`config.mk`:
```
export PLATFORM = sky130hd
export DESIGN_NAME = mod6_round_ctrl
export DESIGN_NICKNAME = d
export VERILOG_FILES = /design/src/rtl/mod6_round_ctrl.sv
export SDC_FILE = /design/constraint.sdc
export NUM_CORES = 1
export LEC_CHECK = 0
export CORE_MARGIN = 2
export CORE_UTILIZATION = 50
export DETAILED_ROUTE_END_ITERATION = 12
export HOLD_SLACK_MARGIN = 0.15
export PLACE_DENSITY_LB_ADDON = 0.08
export SYNTH_ARGS = -nofsm -noshare
export SYNTH_HDL_FRONTEND = slang
export SYNTH_SLANG_ARGS = --single-unit
```
`constraint.sdc`:
```
create_clock -name clk -period 3.55 [get_ports clk]
set_input_delay 0.71 -clock clk [delete_from_list [all_inputs] [get_ports clk]]
set_output_delay 0.71 -clock clk [all_outputs]
set_load 0.01 [all_outputs]
```
`src/rtl/mod6_round_ctrl.sv`:
```
// Round controller for a modulo-6 counter: kicks the counter, checks the count sequence,
// and reports a phase decode, completed-round tally, done pulse and sticky error flag.
//
// state | meaning
// IDLE  | waiting for go while the counter is quiet
// KICK  | start is high; the counter must still read 0
// RUN   | every cycle, compare cnt against the expected count
// DONE  | one-cycle done pulse, then return to IDLE
module mod6_round_ctrl #(
    parameter int               LAST    = 5,
    parameter int               ROUND_W = 4,
    parameter logic [ROUND_W-1:0] TARGET  = 4'd3
) (
    input  logic               clk,
    input  logic               rst,
    input  logic               go,
    input  logic [3:0]         cnt,
    input  logic               busy,
    output logic               start,
    output logic [LAST:0]      phase,
    output logic [ROUND_W-1:0] rounds,
    output logic               done,
    output logic               err
);

    typedef enum logic [1:0] {
        ST_IDLE,
        ST_KICK,
        ST_RUN,
        ST_DONE
    } state_t;

    localparam logic [3:0] LAST_C = 4'(LAST);

    state_t             state_q, state_d;
    logic               start_q, start_d;
    logic [LAST:0]      phase_q, phase_d;
    logic [ROUND_W-1:0] rounds_q, rounds_d;
    logic               done_q, done_d;
    logic               err_q, err_d;
    logic [3:0]         exp_q, exp_d;

    logic               cnt_match;
    logic               round_end;
    logic [ROUND_W-1:0] rounds_inc;

    assign cnt_match  = (cnt <= LAST_C) && (cnt == exp_q);
    assign round_end  = cnt_match && (cnt == LAST_C);
    assign rounds_inc = rounds_q + ROUND_W'(1);

    always_ff @(posedge clk or negedge rst) begin
        if (!rst) begin
            state_q  <= ST_IDLE;
            start_q  <= 1'b0;
            phase_q  <= '0;
            rounds_q <= '0;
            done_q   <= 1'b0;
            err_q    <= 1'b0;
            exp_q    <= '0;
        end else begin
            state_q  <= state_d;
            start_q  <= start_d;
            phase_q  <= phase_d;
            rounds_q <= rounds_d;
            done_q   <= done_d;
            err_q    <= err_d;
            exp_q    <= exp_d;
        end
    end

    always_comb begin
        state_d  = state_q;
        start_d  = 1'b0;
        rounds_d = rounds_q;
        done_d   = 1'b0;
        err_d    = err_q;
        exp_d    = exp_q;

        // Out-of-range counts never match any bit, so phase falls to zero for them.
        phase_d = '0;
        for (int i = 0; i <= LAST; i++) begin
            phase_d[i] = (cnt == 4'(i));
        end

        case (state_q)
            ST_IDLE: begin
                if (go && !busy) begin
                    state_d  = ST_KICK;
                    start_d  = 1'b1;
                    rounds_d = '0;
                    err_d    = 1'b0;
                end
            end
            ST_KICK: begin
                if (cnt != 4'd0) begin
                    err_d   = 1'b1;
                    state_d = ST_IDLE;
                end else begin
                    exp_d   = 4'd1;
                    state_d = ST_RUN;
                end
            end
            ST_RUN: begin
                if (!cnt_match) begin
                    err_d   = 1'b1;
                    exp_d   = 4'd0;
                    state_d = ST_IDLE;
                end else if (round_end) begin
                    rounds_d = rounds_inc;
                    exp_d    = 4'd0;
                    if (rounds_inc == TARGET) begin
                        state_d = ST_DONE;
                        done_d  = 1'b1;
                    end else begin
                        // Re-kick during the wrap-to-0 cycle so rounds run back to back.
                        start_d = 1'b1;
                    end
                end else begin
                    exp_d = exp_q + 4'd1;
                end
            end
            ST_DONE: begin
                state_d = ST_IDLE;
            end
            default: begin
                state_d = ST_IDLE;
            end
        endcase
    end

    assign start  = start_q;
    assign phase  = phase_q;
    assign rounds = rounds_q;
    assign done   = done_q;
    assign err    = err_q;

endmodule

```
======== Yosys cells after proc, flatten, opt, wreduce, memory -nomap -nowiden ========
Cells that the tools add are included.
operators by class
  $add $sub $neg .......................... 2
  $mul .................................... 0
  div/mod/pow operators ................... 0
  order comparisons ....................... 1
  equal/unequal tests ..................... 18
  shifts and indexed selects .............. 0
  multiplexer cells ....................... 27
  bitwise operators ....................... 0
  reduce and logical (&&, ||, !) cells .... 14
operator list
  cell                                                                              count
  4-bit 2-to-1 mux                                                                  6
  4-bit case mux with 2 select lines                                                2
  4-bit by 2-bit equality test with 1-bit output, second input constant             3
  2-bit != test, second input constant                                              6
  1-bit 2-to-1 mux                                                                  11
  2-bit 2-to-1 mux                                                                  5
  4-bit by 1-bit adder with 4-bit output, second input constant                     2
  4-bit by 3-bit equality test with 1-bit output, second input constant             2
  2-bit case mux with 4 select lines                                                1
  4-bit AND reduction                                                               2
  3-bit != test, second input constant                                              2
  2-bit equality test, second input constant                                        2
  4-bit by 1-bit equality test with 1-bit output, second input constant             1
  4-bit equality test                                                               1
  4-bit by 3-bit less-or-equal comparator with 1-bit output, second input constant  1
  4-bit zero test                                                                   1
  2-bit nonzero test                                                                2
  4-bit nonzero test                                                                1
  1-bit logical AND                                                                 3
  1-bit case mux with 3 select lines                                                1
  3-bit AND reduction                                                               1
  3-bit nonzero test                                                                1
  2-bit by 1-bit equality test with 1-bit output, second input constant             1
  2-bit zero test                                                                   1
  other kinds (3)                                                                   3
word-level totals
  register bits after elaboration ......... 19
  bits in latches ......................... 0
  memory bits (writable) .................. 0
  ROM bits ................................ 0
  output and inout bits ................... 13
  memories kept ........................... 0

======== Longest topological paths before layout ========
  depth in word-level cells ............... 6
  gate-level depth with buffers ........... 8

======== Worst setup path after synthesis ========
Ideal clock, no wire load.
  path kind ............................... input -> register
  start ................................... in cnt[1]
  end ..................................... reg err_q (netlist: err)
  arrival ................................. 2.045 ns
  data required time ...................... 3.425 ns
  setup slack ............................. 1.380 ns
  stages .................................. 6
  path buffers ............................ 1
  cell sequence ........................... or4_4 > o32ai_4 > and2_1 > buf_6 > nor2_2 > mux2_4
between the ends
  word-level cells in the longest chain between the ends .. 4
ends and longest elaborated chain
  element                                                                                                  RTL line  RTL
  start: declaration                                                                                       17        input logic [3:0] cnt,
  4-bit by 3-bit less-or-equal comparator with 1-bit output / 4-bit equality test (equally long branches)  47        assign cnt_match = (cnt <= LAST_C) && (cnt == exp_q);
  1-bit logical AND                                                                                        47
  2-bit != test (no source line)                                                                           -
  4-bit AND reduction (no source line) (*)                                                                 -
  end signal: assignment                                                                                   66        err_q <= err_d;
  end: declaration                                                                                         40        logic err_q, err_d;
Every way passes the cells marked *; elsewhere a longest branch is shown, timed or not.
A chain may end at the register's enable or synchronous reset.

======== Worst setup path after layout ========
Ends and elaborated chain as after synthesis.

==> results.toml <==
[critical_path]
critPathLaunchType = "input pin"
path_class = "input pin to register"
worstPathRequired_ns = 3.74
cp_slowest_cell = "or4_4"
worstPathArrival_ns = 2.78
path_max_fanout = 8
crit_path_end_kind = "register"
cp_cell_sequence = "clkdlybuf4s50_1 > or4_4 > o32ai_4 > and2_1 > nor2_2 > mux2_4"
max_stage_delay_ns = 0.59

[cells_and_area]
fin_area_sq_um = 1308
num_antenna_cells = 0
final_cell_count_no_fill = 149
ff_latch_area_sq_um = 475.5
utilization_pct = 65.97
multiInputGateArea_sq_um = 551.8
area_delta_synth_final_pct = 22.36
num-nets-final = 137
drive_above_1_share_pct = 7.377
nFillCells = 166

[cts]
clockBufferDepth = 2
cts_made_buffers = 3
cts_tree = "yes"
clock_latency_ns = 0.30
post_cts_resized = 0
htree_levels = 1
cts_root_buf = "clkbuf_4"
cts_hold_buffers = 0
cts_setup_buffers = 0
clkTransAtPathRegs_ns = 0.10
cts_sinks = 19

[flow_run]
timing.max_cap.violations = 0

[place]
placed_cells = 145
gp_congestion = 0.8484
place_area_sq_um = 1280
io_buffer_count = 20
dp_hpwl_um = 1456

[global_routing]
overflow = 0
grt_use_met3_pct = 3.571
grt_pass1_vias = 778
grt_pass1_wl_um = 3657
track_usage_pct = 18.64
antenna_found_initial = 0
gr-usage-met2_pct = 28.95
grt_max_degree = 20
busiest_layer = "met2"
grtUsageMet1_pct = 26.25

[sta]
slew-limit-headroom_pct = 44.27
skew_ns = 0.001614
hold_violations = 0
min_period_ns = 2.586
tightest_slew_ns = 0.8333
grt_setup_unrepaired = "false"
holdWs_ns = 0.5277
fin_crit_sh_pct = 72.85
setup_viol = 0
fmax_ghz = 0.3867
drv_slew = 0
setup_tns_ns = 0

[logic_synthesis]
ys_ff_latch = 19
async_flop_share_pct = 100.0
yosys.area.top_type = "dfrtp_1"
syn_area_per_cell_sq_um = 10.48
netlist_instances = 102
ys_seq_area_share_pct = 44.50
syn_area_sq_um = 1069
syn-num-nets = 116
ys_top_cells_by_count = "dfrtp_1, nand2_1, ha_1, inv_1, nor2_1"
yosysTopAreaCellShare_pct = 44.50
ys_types = 45
synthTopCellsByArea = "dfrtp_1, ha_1, nand2_1"
synth-main-ff-cell = "dfrtp_1"
synth_edf_count = 0
yosysWarnings = 0
yosysMostFrequentCell = "dfrtp_1"

[drt]
drt_iter0_drc = 9
num_vias = 846
drt-total-wl_um = 2045
wl_per_cell_um = 13.72
ant_nets = 0
vias_per_cell = 5.678
drc = 0
drt_pass1_iterations = 4

[status]
status = "finished clean"

[floorplan]
std_cell_rows = 16
die_y_um = 50.23
die_w_um = 50.23
io_pins = 21
core_sq_um = 1982
initial_core_util_pct = 53.91
dieArea_sq_um = 2523

[power]
p_leak_nw = 0.5716
pwr_density_cell_nw_per_um2 = 396.2
ir_drop_uv = 302.0

[hold_path]
worstHoldPathType = "register to register"
[sequential cells by signal, indices dropped and copies added (netlist names)]
register / cells
phase: 6
start: 1
err: 1
state_q: 2
done: 1
exp_q: 4
rounds: 4
[kinds of logic after synthesis]
logic type | Yosys count | share of synthesized area (%)
and+or+nand+nor | 36 | 19.56
AOI/OAI and AO/OA | 27 | 20.14
DFF | 19 | 44.50
buffers and inverters | 9 | 3.864
adders and majority gates | 6 | 7.026
muxes | 3 | 3.278
xor gates and xnor gates | 2 | 1.640
[power by group]
part / switching [mW] / internal (mW)
sequential: 0.0105 / 0.237
combinational: 0.0841 / 0.0786
clock: 0.0660 / 0.0420
total: 0.161 / 0.357
[layer usage]
layer	wire length (um)	part of all wire [%]
met1	973	48
met2	934	46
met3	102	5.0
met4	34	1.7
met5	0	0
[worst max-delay path: cells and delay by family]
kind | cells | cell delay (ns)
AO/OA/AOI/OAI | 1 | 0.20
AND/OR/NAND/NOR | 3 | 1.03
multiplexers | 1 | 0.30
buffers and inverters | 1 | 0.52
[layout by cell type, fill, tap and decap left out, types with 2 or more instances in the layout]
master and instances:
a41oi_1 2, and3_1 3, nor3_1 2, inv_1 5, a31oi_1 2, nand2_1 10
a21boi_0 2, o21ai_0 4, dfrtp_1 19, a22o_1 2, nor4b_1 2, xor2_1 2
and2_1 2, clkbuf_4 3, ha_1 6, nand3_1 2, clkdlybuf4s50_1 20, mux2i_1 2
nor2_1 5
[cell type report]
class	instances	area share (%)
well taps	27	2.584
repair buffers	20	15.31
clock inverters	1	0.3828
flip-flops and latches	19	36.36
multi-input cells	74	42.20
clock buffers	3	1.722
inverters	5	1.435
[through the flow]
stage	total power, mW	setup WS (ns)
6_report	0.5180	0.9640
5_1_grt	0.5524	0.8868
4_1_cts	0.5226	0.9704
3_5_place_dp	0.4138	0.6575
3_3_place_gp	0.4119	0.7027
2_1_floorplan	0.3559	1.380
[path summary, 6_finish.rpt]
check | startpoint | endpoint | slack [ns] | cells after the start
setup / recovery | cnt[1] | err | 0.96 | 6
hold / removal | err | err | 0.53 | 1
setup reg to reg | state_q[0] | err | 1.39 | 7
hold reg to reg | err | err | 0.53 | 1
max in group asynchronous | rst | state_q[0] | 2.16 | 1
min in group asynchronous | rst | phase[3] | 0.88 | 1
Note: power is estimated with default switching activity, not from simulation.
